**config.mk**
```make
export PLATFORM = sky130hd
export DESIGN_NAME = itofp_seq
export DESIGN_NICKNAME = d
export VERILOG_FILES = /design/src/rtl/fp_pkg.sv /design/src/rtl/fp_round_ne.sv /design/src/rtl/itofp_seq.sv
export SDC_FILE = /design/constraint.sdc
export NUM_CORES = 1
export LEC_CHECK = 0
export CAP_MARGIN = 10
export CELL_PAD_IN_SITES_DETAIL_PLACEMENT = 1
export CELL_PAD_IN_SITES_GLOBAL_PLACEMENT = 2
export CORE_ASPECT_RATIO = 0.7
export CORE_MARGIN = 2
export CORE_UTILIZATION = 32
export CTS_CLUSTER_DIAMETER = 100
export DETAILED_ROUTE_END_ITERATION = 10
export PLACE_DENSITY_LB_ADDON = 0.12
export SYNTH_ARGS = -nofsm -noshare
export SYNTH_HDL_FRONTEND = slang
export SYNTH_SLANG_ARGS = --single-unit
```
**constraint.sdc**
```tcl
create_clock -name clk -period 3.9 [get_ports clk]
set_clock_uncertainty 0.15 [all_clocks]
set_input_delay 0.78 -clock clk [delete_from_list [all_inputs] [get_ports clk]]
set_output_delay 0.78 -clock clk [all_outputs]
set_load 0.02 [all_outputs]
```
**src/rtl/fp_pkg.sv**
```systemverilog
// fp_pkg: shared single-precision float constants and the converter state type.
package fp_pkg;
  localparam int FP_BIAS  = 127;
  localparam int FP_EXP_W = 8;
  localparam int FP_MAN_W = 23;
  localparam int FP_W     = 32;
  typedef enum logic [1:0] {IDLE, NORM, ROUND, DONE} state_e;
endpackage

```
**src/rtl/fp_round_ne.sv**
```systemverilog
// fp_round_ne: round-to-nearest-even on a 23-bit mantissa, bumping the exponent on carry-out.
module fp_round_ne
  import fp_pkg::*;
(
  input  logic [FP_MAN_W-1:0] man_i,
  input  logic                guard_i,
  input  logic                sticky_i,
  input  logic [FP_EXP_W-1:0] exp_i,
  output logic [FP_MAN_W-1:0] man_o,
  output logic [FP_EXP_W-1:0] exp_o
);
  logic            up;
  logic [FP_MAN_W:0] sum;
  assign up    = guard_i & (sticky_i | man_i[0]);
  assign sum   = {1'b0, man_i} + {{FP_MAN_W{1'b0}}, up};
  // On carry-out the low bits are already zero, i.e. mantissa 1.0 of the next binade.
  assign man_o = sum[FP_MAN_W-1:0];
  assign exp_o = exp_i + {{(FP_EXP_W-1){1'b0}}, sum[FP_MAN_W]};
endmodule

```
**src/rtl/itofp_seq.sv**
```systemverilog
// itofp_seq: sequential signed 32-bit integer to IEEE-754 single conversion, one bit of normalisation per cycle.
module itofp_seq
  import fp_pkg::*;
(
  input  logic            clk,
  input  logic            reset,
  input  logic            in_valid,
  output logic            in_ready,
  input  logic [FP_W-1:0] in_data,
  output logic            out_valid,
  input  logic            out_ready,
  output logic [FP_W-1:0] out_data
);
  state_e                state_q, state_d;
  logic                  sign_q, sign_d;
  logic [FP_W-1:0]       mag_q, mag_d;
  logic [FP_EXP_W-1:0]   exp_q, exp_d;
  logic [FP_W-1:0]       data_q, data_d;
  logic [FP_W-1:0]       abs_in;
  logic [FP_MAN_W-1:0]   rnd_man;
  logic [FP_EXP_W-1:0]   rnd_exp;
  // Negating 0x80000000 wraps to itself, which is exactly the magnitude wanted.
  assign abs_in = in_data[FP_W-1] ? -in_data : in_data;
  fp_round_ne u_round (
    .man_i   (mag_q[30:8]),
    .guard_i (mag_q[7]),
    .sticky_i(|mag_q[6:0]),
    .exp_i   (exp_q),
    .man_o   (rnd_man),
    .exp_o   (rnd_exp)
  );
  always_ff @(posedge clk) begin
    if (reset) begin
      state_q <= IDLE;
      sign_q  <= 1'b0;
      mag_q   <= '0;
      exp_q   <= '0;
      data_q  <= '0;
    end else begin
      state_q <= state_d;
      sign_q  <= sign_d;
      mag_q   <= mag_d;
      exp_q   <= exp_d;
      data_q  <= data_d;
    end
  end
  always_comb begin
    state_d = state_q;
    sign_d  = sign_q;
    mag_d   = mag_q;
    exp_d   = exp_q;
    data_d  = data_q;
    case (state_q)
      IDLE: if (in_valid) begin
        sign_d  = in_data[FP_W-1];
        mag_d   = abs_in;
        exp_d   = FP_EXP_W'(FP_BIAS + FP_W - 1);
        state_d = (abs_in == '0) ? DONE : NORM;
        data_d  = (abs_in == '0) ? '0 : data_q;
      end
      NORM: begin
        state_d = mag_q[FP_W-1] ? ROUND : NORM;
        mag_d   = mag_q[FP_W-1] ? mag_q : {mag_q[FP_W-2:0], 1'b0};
        exp_d   = mag_q[FP_W-1] ? exp_q : exp_q - 1'b1;
      end
      ROUND: begin
        state_d = DONE;
        data_d  = {sign_q, rnd_exp, rnd_man};
      end
      DONE: state_d = out_ready ? IDLE : DONE;
    endcase
  end
  always_comb begin
    in_ready  = (state_q == IDLE);
    out_valid = (state_q == DONE);
    out_data  = data_q;
  end
endmodule

```
# Word level (Yosys, flattened, before mapping)
# Index checks and enable logic that the tools add are counted.
dict set report word_totals {
  elab_cells 42
  regBits 75
}
dict set report op_classes {
  n_eq_ne 6
  n_addsub 4
  muxes 15
  reduce_logical 9
  n_bitwise 2
}
# operator n
set op_table {}
lappend op_table {{$mux W32} 5}
lappend op_table {{$pmux W32 S2} 2}
lappend op_table {{$logic_not A32 Y1} 1}
lappend op_table {{$neg A32 Y32} 1}
lappend op_table {{$add A23 B1 Y24} 1}
lappend op_table {{$mux W8} 2}
lappend op_table {{$pmux W8 S2} 1}
lappend op_table {{$add A8 B1 Y8} 1}
lappend op_table {{$mux W2} 4}
lappend op_table {{$pmux W2 S4} 1}
lappend op_table {{$sub A8 B1 Y8 const B} 1}
lappend op_table {{$reduce_or A7 Y1} 1}
lappend op_table {{$reduce_and A3 Y1} 2}
lappend op_table {{$eq A2 B2 Y1 const B} 2}
lappend op_table {{$ne A2 B2 Y1 const B} 2}
lappend op_table {{$reduce_and A2 Y1} 2}
lappend op_table {{$reduce_bool A2 Y1} 2}
lappend op_table {{$eq A2 B1 Y1 const B} 1}
lappend op_table {{$logic_not A2 Y1} 1}
lappend op_table {{$ne A2 B1 Y1 const B} 1}
lappend op_table {{$and A1 B1 Y1} 1}
lappend op_table {{$or A1 B1 Y1} 1}

# Longest topological paths before layout
# Gate-level depths: netlist of the first run.
dict set report depth {
  depth_word 6
  ltp_mapped 11
  mapped_depth_nobuf 9
}

# Modules after synthesis
# A second synthesis of the first run with hierarchy kept.
dict set report unflattened {
  hier_cells 626
  area_unflattened_um2 5363.9
}
# mod cells_each area_each_um2 n_inst seq_area_each_um2
set by_module_without_submodules {}
lappend by_module_without_submodules {itofp_seq 549 4789.6 1 1501.4}
lappend by_module_without_submodules {fp_round_ne 77 574.3 1 0.0}

# Worst setup path after synthesis of the first run
# OpenSTA, ideal clock, no wires.
dict set report synth_path {
  path_kind {input port to flip-flop}
  startpoint {in in_data[0]}
  endpoint {reg data_q[13] (netlist: out_data[13])}
  required_time_ps 3616
  stages 11
  arrival_ps 2980
  setup_slack_ps 636
  path_cell_list {inv_1 > ha_1 > nor4b_4 > nand4_2 > or2_1 > clkbuf_1 > o31ai_1 > o2111ai_1 > nor4_2 > buf_4 > o22ai_1}
}
dict set report synth_via {
  elab_chain_cells 5
}
# item line_no
set synth_lines {}
lappend synth_lines {{start: declaration} itofp_seq.sv:9} ;# input logic [FP_W-1:0] in_data,
lappend synth_lines {{$neg A32 Y32} itofp_seq.sv:23} ;# assign abs_in = in_data[FP_W-1] ? -in_data : in_data;
lappend synth_lines {{$mux W32 *} itofp_seq.sv:23}
lappend synth_lines {{$logic_not A32 Y1 *} itofp_seq.sv:59} ;# data_d = (abs_in == '0) ? '0 : data_q;
lappend synth_lines {{$ne A2 B1 Y1 (no line) *} n/a}
lappend synth_lines {{$reduce_and A3 Y1 (no line) *} n/a}
lappend synth_lines {{end signal: assignment} itofp_seq.sv:44} ;# data_q <= data_d;
lappend synth_lines {{end: declaration} itofp_seq.sv:18} ;# logic [FP_W-1:0] data_q, data_d;
# Mark *: on every way between the ends. The rest lies on a longest branch, timed or not.
# A chain may end at the register's enable or synchronous reset.

# Worst setup path after layout of the first run
dict set report layout_path {
  startpoint {in in_data[6]}
  endpoint {reg data_q[28] (netlist: out_data[28])}
}
# Same word-level chain as after synthesis.

==> results.cfg, run 1 <==
[detailed_routing]
wl_per_cell_um = 18.1
drc = 0
drtAntennaViolNets = 0
dr.first_iter.drc_count = 200
wirelength_mm = 16.9
vias = 5157
routed_via_density = 5.50
firstDrtPassIters = 4

[global_routing]
antenna_found_initial = 0
overflow = 0
grt_util_all_layers = 0.210
grt_pass1_wl_mm = 27.7
grt_pass1_vias = 5149
grt_max_degree = 46

[min_path]
min_path_type = flip-flop to flip-flop

[floorplan]
die_h_um = 108
rows = 37
start_util = 0.330
die_x_um = 152
fp.coreArea_um2 = 14900
ios = 70
dieArea_um2 = 16300

[clock_tree]
cts_setup_buffers = 0
cts_tree = done
clkSlewWorstSetupHoldPaths_ps = 60
cts_max_level = 3
cts_hold_buf = 0
cts.sinks = 75
clock_latency_ps = 330
cts-buffers-inserted = 9
cts_root_buf = clkbuf_16
cts_buffer_depth = 2
post_cts_resized = 0

[logic_synthesis]
synth_area_per_cell_um2 = 7.59
netlist_top_cells_area = dfxtp_1 31%, xnor2_1 7.1%, nand2_1 6.4%
ys_types = 64
syn_nets = 688
yosysMostFrequentCell = nand2_1
synth_commonest_cells = 84 x nand2_1, 75 x dfxtp_1, 63 x nor2_1
synth_edf_count = 0
yosysSeqAreaShare = 0.306
synth_warnings = 0
synth.top_cell.area_share = 0.306
synth_seq_cells = 75
synth_area_leader_cell = dfxtp_1
netlist_area_um2 = 4900
synth_ff_type = dfxtp_1
synth-async-reset-ratio = 0
synth_cells = 646

[setup_path]
endpoint_kind = flip-flop
required_ps = 3950
start_kind = input pin
criticalPathCategory = input pin to flip-flop
cp.arrival_ps = 3730
crit_fanout = 30

[placement]
placed_area_um2 = 6120
gp_congestion = 0.907
io_buffers = 69
dp_hpwl_mm = 12.9
dpl_worst_slack_ps = -252

[power]
p_leak_uw = 0.00226
vdd_drop_max_uv = 203
p_per_area_nw_per_um2 = 338
p_total_uw = 2170

[run]
drv_cap = 0

[sta]
setup_viol = 0
fin_crit_ps = 3680
setup_tns_ps = 0
slew_viol_final = 0
relSlewSlack = 0.505
fmax_ghz = 0.272
layout_setup_ws_ps = 221
hold_viol = 0
worst_slew_pin_slew_ps = 736
fin_crit_sh = 0.943
rsz0062_at_grt = no

[layout]
drive_gt1_frac = 0.137
fin_util = 0.432
fillers = 1803
final_nets = 779
antenna_cells = 0
fin_area_um2 = 6420
areaGrowthSynthToFinish_pct = 30.9

[status]
outcome = completed
layout by cell type (no fill, tap or decap), types with 4 or more instances in the layout:
cell,instances
a211o_1,4
a211oi_1,16
a21oi_1,25
and2_1,6
and3_1,5
and4_1,4
buf_4,62
clkbuf_16,9
clkdlybuf4s50_1,68
dfxtp_1,75
ha_1,6
inv_1,15
nand2_1,84
nand2b_1,5
nand3_1,17
nand3b_1,6
nand4_1,9
nor2_1,63
nor3_1,16
nor4_1,21
o21a_1,6
o21ai_0,31
o22ai_1,30
o31ai_1,11
o41ai_1,4
or3_1,9
or4_1,4
xnor2_1,40
xor2_1,21
layout make-up:
class | instances | area, um2 | area share
multi-input cells | 504 | 3170 | 0.494
flip-flops and latches | 75 | 1500 | 0.234
well taps | 195 | 244 | 0.0380
inverters | 15 | 56.3 | 0.00877
clock buffers | 14 | 264 | 0.0411
repair buffers | 132 | 1170 | 0.182
clock inverters | 2 | 10.0 | 0.00156
worst paths after layout:
kind / start / to / slack, ps / cells after the start
worst max-delay path: in_data[6] / out_data[28] / 220 / 11
worst min-delay path: sign_q / sign_q / 310 / 2
worst max register to register: state_q[1] / out_data[18] / 970 / 9
worst min register to register: sign_q / sign_q / 310 / 2
cells by family (layout without fill, tap and decap cells):
family | after synthesis | after routing | synth area share
muxes | 1 | 1 | 0.00204
adders and majority gates | 6 | 6 | 0.0153
buffers and inverters | 67 | 163 | 0.0551
DFF | 75 | 75 | 0.306
AOI/OAI and AO/OA | 163 | 163 | 0.224
and+or+nand+nor | 273 | 273 | 0.288
xor gates and xnor gates | 61 | 61 | 0.109
sequential cells by signal, indices dropped and copies added (netlist names):
signal	count
out_data	32
exp_q	8
sign_q	1
state_q	2
mag_q	32
metrics by stage:
step | hold WS, ps | std cells
2_1_floorplan | 286 | 646
3_3_place_gp | 300 | 921
3_5_place_dp | 311 | 921
4_1_cts | 318 | 937
5_1_grt | 339 | 937
6_report | 314 | 937
report_power, final:
part	switching [uW]	internal [uW]	total (uW)
Clock	309	464	773
Sequential	77.6	824	902
Combinational	278	218	496
metal layers:
metal,vias up,global-route usage,part of all wire
met3,14,0.0342,0.032
met2,83,0.326,0.44
met4,0,0.0414,0.0089
met5,-,0,0
li1,2525,-,-
met1,2535,0.307,0.52
worst max-delay path: stages:
cell             delay (ps)
clkdlybuf4s50_1         510
buf_4                   210
nor4b_4                 360
buf_4                   170
nand4_1                 170
a211o_1                 320
a21oi_1                 230
o2111ai_1               250
nor4_4                  370
buf_12                  230
o22ai_1                 110
Power figures use the tool's default switching activity.
==> run 2: changes to the inputs <==
--- a/config.mk
+++ b/config.mk
@@ -11,7 +11,7 @@
 export CORE_ASPECT_RATIO = 0.7
 export CORE_MARGIN = 2
 export CORE_UTILIZATION = 32
-export CTS_CLUSTER_DIAMETER = 100
+export CTS_CLUSTER_DIAMETER = 150
 export DETAILED_ROUTE_END_ITERATION = 10
 export PLACE_DENSITY_LB_ADDON = 0.12
 export SYNTH_ARGS = -nofsm -noshare
==> results of run 2 <==
Same layout as run 1: the final DEF is identical, and so are final timing and power.
==> run 3: changes to the inputs <==
--- a/config.mk
+++ b/config.mk
@@ -10,7 +10,8 @@
 export CELL_PAD_IN_SITES_GLOBAL_PLACEMENT = 2
 export CORE_ASPECT_RATIO = 0.7
 export CORE_MARGIN = 2
-export CORE_UTILIZATION = 32
+export CORE_UTILIZATION = 33
+export CTS_BUF_LIST = sky130_fd_sc_hd__clkbuf_8
 export CTS_CLUSTER_DIAMETER = 150
 export DETAILED_ROUTE_END_ITERATION = 10
 export PLACE_DENSITY_LB_ADDON = 0.12
==> run 3 against run 2 <==
Compared with the run above:
- fmax is 0.42% lower
- clock power hardly changed
- critical path depth stayed put
- sequential share of layout area hardly changed
- hold slack worse by 1.6 ps
- count of clock-buffer cells in the layout is 2 lower
- highest routed layer unchanged
==> results.cfg, run 3 (synthesis gave the netlist of run 1 again) <==
[layout]
fin_area_um2 = 6410
final_nets = 779
final_cell_mix = 84 x nand2_1, 75 x dfxtp_1, 68 x clkdlybuf4s50_1
final_common_cell = nand2_1
antenna_cells = 0
areaGrowthSynthToFinish_pct = 30.6
drive_gt1_frac = 0.139
fin_util = 0.438

[power]
p_per_area_nw_per_um2 = 338
vdd_drop_max_uv = 173
seq_power_share = 0.416
switching_share = 0.298
p_leak_uw = 0.00226
p_clk_frac = 0.357
combPwrFrac = 0.227
p_int_uw = 1520
power.switching_uw = 644

[detailed_routing]
wl_per_cell_um = 17.4
drtAntennaViolNets = 0
wirelength_mm = 16.3
wirelength_met1_mm = 8.43
route.met2.wl_mm = 7.20
top_layer = met4
routed_via_density = 5.44
drc = 0
vias = 5098
wl_met3_um = 679
dr.first_iter.drc_count = 275
firstDrtPassIters = 4

[clock_tree]
cts_tree = done
post_cts_resized = 0
cts_buffer_depth = 2
cts_setup_buffers = 0
cts.sinks = 75
cts_hold_buf = 0
cts_max_level = 3
clock_latency_ps = 340
cts_root_buf = clkbuf_8
cts-buffers-inserted = 9
clkSlewWorstSetupHoldPaths_ps = 80

[status]
outcome = completed

[sta]
worst_slew_pin_slew_ps = 692
fmax_ghz = 0.271
fin_crit_sh = 0.947
fin_crit_ps = 3690
rsz0062_at_grt = no
setup_viol = 0
hold_viol = 0
relSlewSlack = 0.535
slew_viol_final = 0
layout_setup_ws_ps = 206

[placement]
gp_congestion = 0.861
dpl_worst_slack_ps = -291
placed_area_um2 = 6130
io_buffers = 69
dp_hpwl_mm = 12.6

[floorplan]
die_x_um = 150
die_h_um = 106
fp.coreArea_um2 = 14600
dieArea_um2 = 15900
rows = 37
ios = 70
start_util = 0.335

[setup_path]
criticalPathCategory = input pin to flip-flop
required_ps = 3960
start_kind = input pin
crit_fanout = 30
cp.arrival_ps = 3760
r2r_slack_ps = 1120
endpoint_kind = flip-flop

[run]
drv_cap = 0

[global_routing]
grt_pass1_wl_mm = 27.2
grt_max_degree = 51
grt_util_all_layers = 0.213
overflow = 0
antenna_found_initial = 0
grt_pass1_vias = 5061

[min_path]
min_path_type = flip-flop to flip-flop
==> run 3: cell types whose count changed in the layout (fill, tap and decap cells not counted), sizes merged <==
cell	delta
bufinv	+3
clkbuf	-2
clkinv	-1
==> run 3: worst max-delay path, stage by stage <==
cell and delay (ps):
clkdlybuf4s50_1 440, inv_1 100, ha_1 230, or4b_4 540, nor4_1 320, o221ai_1 200
a21oi_1 190, o2111ai_1 240, nor4_4 370, buf_12 220, o22ai_1 110
==> run 3: worst paths after layout <==
check / start / to / cells past startpoint
hold reg to reg: sign_q / sign_q / 2
setup reg to reg: mag_q[11] / out_data[29] / 9
setup / recovery: in_data[0] / out_data[2] / 11
hold / removal: sign_q / sign_q / 2
==> run 3: cell type report <==
class / count / area (um2)
timing repair buffer: 132 / 1180
inverter: 15 / 56.3
clock inverter: 4 / 95.1
fill: 1814 / 8220
clock buffer: 12 / 165
multi-input combinational: 504 / 3160
tap: 195 / 244
sequential: 75 / 1500
==> run 3: power groups by stage <==
stage | registers (uW) | clock network [uW] | logic [uW]
after floorplan | 887 | 0 | 314
after global placement | 914 | 0 | 482
after detailed placement | 916 | 0 | 493
after CTS | 898 | 789 | 496
after global routing | 911 | 827 | 550
final | 899 | 773 | 491
==> run 3: per-layer routing <==
metal	vias to the layer above	GRT usage
met1	2486	0.323
met5	-	0
met4	0	0.0209
met2	82	0.328
li1	2528	-
met3	2	0.0343
==> run 3: metrics by stage <==
step                      setup TNS, ps  hold WS, ps  total power (uW)  std cells
after floorplan                       0          286              1200        646
after global placement            -2190          300              1400        921
after detailed placement          -6510          310              1410        921
after CTS                             0          321              2180        937
after global routing                  0          345              2290        937
final                                 0          313              2160        937
